**config.mk**
```make
export PLATFORM = sky130hd
export DESIGN_NAME = spi_tsense_poller
export DESIGN_NICKNAME = d
export VERILOG_FILES = /design/src/rtl/spi_tsense_poller.sv
export SDC_FILE = /design/constraint.sdc
export NUM_CORES = 1
export LEC_CHECK = 0
export ABC_AREA = 1
export BUFFER_PORTS_ARGS = -buffer_cell sky130_fd_sc_hd__buf_2
export CORE_ASPECT_RATIO = 1.2
export CORE_MARGIN = 2
export CORE_UTILIZATION = 55
export CTS_CLUSTER_SIZE = 16
export DETAILED_ROUTE_END_ITERATION = 7
export GPL_ROUTABILITY_DRIVEN = 0
export GPL_TIMING_DRIVEN = 0
export PLACE_DENSITY_LB_ADDON = 0.05
export SLEW_MARGIN = 20
export SYNTH_ARGS = -nofsm -noshare
export SYNTH_HDL_FRONTEND = slang
export SYNTH_SLANG_ARGS = --single-unit
```
**constraint.sdc**
```tcl
create_clock -name SYSCLK -period 4.11 [get_ports SYSCLK]
set_input_delay 0.6165 -clock SYSCLK [delete_from_list [all_inputs] [get_ports SYSCLK]]
set_output_delay 0.6165 -clock SYSCLK [all_outputs]
set_load 0.02 [all_outputs]
```
**src/rtl/spi_tsense_poller.sv**
```systemverilog
// spi_tsense_poller
// SPI read master polling up to NCH read-only serial temperature sensors that
// share one SCK/SIO pair, each sensor having its own active-low chip select.
// One DATA_W-bit word is captured MSB-first per frame and presented with its
// channel index and a one-cycle VALID strobe.
//
// Ports:
//   SYSCLK  system clock, rising edge
//   RST     synchronous active-high reset
//   CONT    1 = continuous round-robin polling, 0 = single-shot mode
//   START   single-shot sweep trigger (ignored while CONT=1 or BUSY=1)
//   CH_EN   per-channel enable mask, sampled when a channel is selected
//   SIO     shared serial data from the sensors
//   CS      active-low chip selects, at most one low
//   SCK     SPI clock, idle low
//   DATA    last captured word
//   CH      channel index of DATA
//   VALID   one-cycle pulse when DATA/CH update
//   BUSY    high during a frame or a single-shot sweep
module spi_tsense_poller #(
  parameter int  DATA_W  = 8,
  parameter int  NCH     = 4,
  parameter int  CLK_DIV = 2,
  parameter int  GAP     = 4,
  localparam int CW      = (NCH > 1) ? $clog2(NCH) : 1
) (
  input  logic              SYSCLK,
  input  logic              RST,
  input  logic              CONT,
  input  logic              START,
  input  logic [NCH-1:0]    CH_EN,
  input  logic              SIO,
  output logic [NCH-1:0]    CS,
  output logic              SCK,
  output logic [DATA_W-1:0] DATA,
  output logic [CW-1:0]     CH,
  output logic              VALID,
  output logic              BUSY
);

  localparam logic [2:0] S_IDLE  = 3'd0;
  localparam logic [2:0] S_SETUP = 3'd1;
  localparam logic [2:0] S_SHIFT = 3'd2;
  localparam logic [2:0] S_HOLD  = 3'd3;
  localparam logic [2:0] S_GAP   = 3'd4;

  localparam logic [4:0] DIV_LAST = 5'(CLK_DIV - 1);
  localparam logic [4:0] GAP_LAST = 5'(GAP - 1);
  localparam logic [4:0] BIT_LAST = 5'(DATA_W - 1);

  logic [2:0]        state;
  logic [4:0]        cnt;
  logic [4:0]        bitn;
  logic [DATA_W-1:0] shreg;
  logic [CW-1:0]     ptr;
  logic              sweep;

  logic [CW-1:0]     base;
  logic [CW-1:0]     nxt;
  logic [CW:0]       sum;
  logic              found;
  logic [NCH-1:0]    sel_onehot;
  logic              go_on;

  // Next enabled channel strictly after base, wrapping. A single-shot sweep
  // searches from NCH-1 so it always begins at the lowest enabled channel.
  // Scanning from the farthest offset down lets the nearest hit win.
  always_comb begin
    base  = (state == S_IDLE && !CONT) ? CW'(NCH - 1) : ptr;
    nxt   = base;
    found = 1'b0;
    sum   = '0;
    for (int unsigned k = NCH; k >= 1; k--) begin
      sum = {1'b0, base} + (CW+1)'(k);
      if (sum >= (CW+1)'(NCH)) sum = sum - (CW+1)'(NCH);
      if (CH_EN[sum[CW-1:0]]) begin
        nxt   = sum[CW-1:0];
        found = 1'b1;
      end
    end
  end

  always_comb begin
    sel_onehot      = '0;
    sel_onehot[nxt] = 1'b1;
  end

  // Continue after GAP: always in continuous mode, otherwise only while the
  // single-shot sweep still has a higher-indexed channel to read.
  always_comb begin
    go_on = found && (CONT || (sweep && (nxt > ptr)));
  end

  always_ff @(posedge SYSCLK) begin
    if (RST) begin
      state <= S_IDLE;
      cnt   <= '0;
      bitn  <= '0;
      shreg <= '0;
      ptr   <= CW'(NCH - 1);
      sweep <= 1'b0;
      CS    <= '1;
      SCK   <= 1'b0;
      DATA  <= '0;
      CH    <= '0;
      VALID <= 1'b0;
      BUSY  <= 1'b0;
    end else begin
      VALID <= 1'b0;
      case (state)
        S_IDLE: begin
          if ((CONT || START) && found) begin
            ptr   <= nxt;
            CS    <= ~sel_onehot;
            cnt   <= '0;
            sweep <= !CONT;
            BUSY  <= 1'b1;
            state <= S_SETUP;
          end
        end
        S_SETUP: begin
          if (cnt == DIV_LAST) begin
            cnt   <= '0;
            bitn  <= '0;
            state <= S_SHIFT;
          end else begin
            cnt <= cnt + 5'd1;
          end
        end
        S_SHIFT: begin
          if (cnt == DIV_LAST) begin
            cnt <= '0;
            if (!SCK) begin
              SCK   <= 1'b1;
              shreg <= {shreg[DATA_W-2:0], SIO};
            end else begin
              SCK <= 1'b0;
              if (bitn == BIT_LAST) state <= S_HOLD;
              else                  bitn  <= bitn + 5'd1;
            end
          end else begin
            cnt <= cnt + 5'd1;
          end
        end
        S_HOLD: begin
          if (cnt == DIV_LAST) begin
            cnt   <= '0;
            CS    <= '1;
            DATA  <= shreg;
            CH    <= ptr;
            VALID <= 1'b1;
            state <= S_GAP;
          end else begin
            cnt <= cnt + 5'd1;
          end
        end
        S_GAP: begin
          if (cnt == GAP_LAST) begin
            cnt <= '0;
            if (go_on) begin
              ptr   <= nxt;
              CS    <= ~sel_onehot;
              sweep <= !CONT;
              state <= S_SETUP;
            end else begin
              sweep <= 1'b0;
              BUSY  <= 1'b0;
              state <= S_IDLE;
            end
          end else begin
            cnt <= cnt + 5'd1;
          end
        end
        default: begin
          state <= S_IDLE;
          CS    <= '1;
          SCK   <= 1'b0;
          BUSY  <= 1'b0;
        end
      endcase
    end
  end

endmodule

```
==> impl_results.rst <==
.. list-table::
   :header-rows: 1

   * - Metric
     - Value
   * - Final setup violation count
     - 0
   * - Global Route met1 Usage
     - 0.264
   * - Hold Vio Cnt, Final
     - 0
   * - Post-synth design cell area
     - between 2000 and 2500 um2
   * - Cell count after synthesis
     - between 300 and 400
   * - Drt pass-1 iters
     - 4
   * - Die Span Y
     - slightly above 70 um
   * - Net count after synthesis
     - about 330
   * - Die W
     - between 60 and 70 um
   * - Clock-pin transition on the worst setup and hold timing paths
     - around 80 ps
   * - Highest clock frequency the design can meet
     - 343 MHz
   * - Setup repair after global routing missed its margin
     - no
   * - Count of unique library cells instantiated by Yosys
     - 28
   * - Worst slew margin
     - 0.691
   * - Total area of multi-input combinational cells
     - between 1000 and 1500 um2
   * - Placed standard-cell area
     - 2340 um2
   * - Post-synthesis register bit count
     - between 40 and 50
   * - Worst Path Class, Setup
     - register to register
   * - Synth Area per Inst
     - just under 7 um2
   * - Routed wire length
     - approximately 4300 um
   * - Data required time at the worst endpoint
     - between 4000 and 5000 ps
   * - Clock tree buffer depth
     - 2
   * - Ant. Diodes
     - 0
   * - Die footprint
     - 4430 um2
   * - CTS tree
     - built
   * - Arrival time of the worst setup path
     - slightly above 3000 ps
   * - Category of the worst setup path capture point
     - register
   * - Overall routing resource usage
     - 0.219
   * - Busiest layer in global routing
     - met2
   * - Number of clock sinks seen by CTS
     - slightly above 40
   * - Wire length per cell
     - between 10 and 15 um
   * - Cell row count
     - 24
   * - Max-cap violation count
     - 0
   * - Core footprint
     - approximately 3700 um2
   * - Root buffer cell
     - clkbuf_8
   * - Final total power
     - about 0.0015 W
   * - Warnings, synthesis
     - 0
   * - Number of gates given a new drive strength after cts
     - 0
   * - Share of synthesized flip-flops with an asynchronous set or reset
     - 0
   * - Number of filler instances in the final layout
     - ~360
   * - Number of DRC markers in iteration 0
     - 99
   * - Seq. cell area
     - just over 800 um2
   * - CP Max Fanout
     - 10
   * - Number of nets in the layout
     - about 360
   * - Cts hold-fix bufs
     - 0
   * - Pwr dens
     - 629 nW/um2
   * - Global Route met2 Usage
     - 0.375
   * - Antenna violations before repair
     - 0
   * - Share of the synthesized area in the top cell type
     - 0.381
   * - Crit path launch type
     - register
   * - Share of post-route cells with drive strength above 1
     - 0.190
   * - Path class of the lowest-slack min-delay path
     - register to register
   * - Detailed-route DRC error count
     - 0
   * - Most common cell after layout, fill and taps aside
     - nand2_1
   * - Met3 track demand over resource in global routing
     - 0.0499
   * - Sequential fraction of the synthesis area
     - 0.381
   * - Starting density of the core
     - 0.583
   * - Commonest non-fill, non-tap cells in the layout
     - 51 x nand2_1, 48 x nor2_1, 41 x dfxtp_1
   * - Crit share post-route
     - 0.709
   * - Static leakage
     - roughly 1.2 nW
   * - Boundary Pins
     - 26
   * - Number of nets still failing antenna checks after routing
     - 0
   * - Total congestion overflow after global routing
     - 0
   * - Via count of the first global-routing pass
     - between 1500 and 2000
   * - Area of all placed cells without fillers
     - ~2400 um2
   * - Top area cells in the synthesized netlist
     - dfxtp_1 38%, nand2_1 8.9%, nor2_1 8.4%, o21ai_0 6.3%, inv_1 5.9%
   * - Synthesis-to-layout area growth
     - 13.5%
   * - Clk_skew
     - around 1.9 ps
   * - Status
     - finished, final reports clean
   * - Maximum number of pins on one net before global-route repair
     - 14
   * - Flip-flop cell with the highest count after synthesis
     - dfxtp_1
   * - Hpwl dp
     - approximately 3200 um
   * - CTS HTree Levels
     - 2
   * - Fin crit period
     - 2910 ps
   * - End-of-flow core utilization
     - 0.662
   * - Transition time at the pin with the least slew margin
     - about 460 ps
   * - Clock network latency to the later pin of the worst-skew pair
     - between 200 and 300 ps
   * - Post-synthesis cell type with the largest combined area
     - dfxtp_1
   * - Number of buffers created by CTS
     - 5
   * - Post-CTS setup buffer count
     - 0
   * - Count of flip-flops with a built-in enable after synthesis
     - 0
   * - Fin. max-slew vios
     - 0
   * - Fin Setup TNS
     - 0 ps
   * - Post-DR vias/cell
     - approximately 5.1
   * - Via count
     - 2007
   * - Number of input and output port buffers inserted
     - 24
   * - Peak VDD IR
     - ~0.31 mV
   * - Global-route wire length before repair
     - around 7500 um
per-layer routing:
layer  wire [um]  part of all wire
met1        1960              0.45
met2        2180              0.50
met3         136             0.031
met4          47             0.011
met5           0                 0
layout make-up:
cell class / instances / share of cell area
Clock buffer: 7 / 0.0394
Tap cell: 52 / 0.0266
Timing Repair Buffer: 24 / 0.0492
Clock inverter: 1 / 0.00358
Inverter: 43 / 0.0661
Sequential cell: 41 / 0.336
Multi-Input combinational cell: 221 / 0.467
Buffer: 6 / 0.0123
registers in the layout, indices dropped and copies added, names as in the netlist, 2 cells and up:
signal / cells
CS: 4
bitn: 5
CH: 2
DATA: 8
cnt: 5
state: 3
shreg: 8
ptr: 2
worst max-delay path, stage by stage (launching register included):
cell,delay [ps]
dfxtp_1,400
clkinv_1,280
nand2_2,280
nand2_1,80
nand2_1,90
nand2_1,80
nand2_1,80
inv_2,40
o21ai_2,50
nand2_2,70
nand2_2,80
inv_2,50
ha_1,260
nand2_1,60
nand2_1,50
o21ai_0,210
nand2_1,80
nand2_1,90
nand3_1,220
a21oi_1,200
nand2_1,60
where the power goes:
part	switching (W)	total [W]	leakage (nW)	internal, W
clock	0.000139	0.000294	0.0549	0.000155
combinational	0.000490	0.000746	0.841	0.000256
sequential	0.0000455	0.000498	0.333	0.000453
total	0.000674	0.00154	1.23	0.000864
stage by stage:
step           setup WS [ps]  hold slack [ps]  instances
2_1_floorplan           1440              444        311
5_1_grt                  868              488        395
4_1_cts                 1160              458        395
6_report                1200              456        395
3_5_place_dp            1010              446        387
3_3_place_gp            1060              443        387
Yosys cell counts, types with 3 or more instances:
master,n
a21oi_1,25
nor3_1,5
nor2_1,48
clkbuf_1,5
o21ai_0,27
nand4_1,4
ha_1,5
nor2_4,3
nand3_2,4
nand2_2,9
inv_2,7
dfxtp_1,41
nand3_1,23
inv_1,34
xor2_1,3
o21bai_1,3
nand2_1,51
final timing paths:
kind | startpoint | end | slack, ps | depth (start not counted)
min reg2reg | BUSY | BUSY | 460 | 2
max reg2reg | ptr[0] | CS[2] | 1200 | 20
min | BUSY | BUSY | 460 | 2
max | ptr[0] | CS[2] | 1200 | 20
logic make-up after synthesis:
group / share of synthesized area
compound gates: 0.151
simple gates: 0.338
fa+ha+maj: 0.0291
xor+xnor: 0.0122
buf+inv: 0.0889
flops: 0.381
Power figures use the tool's default switching activity.
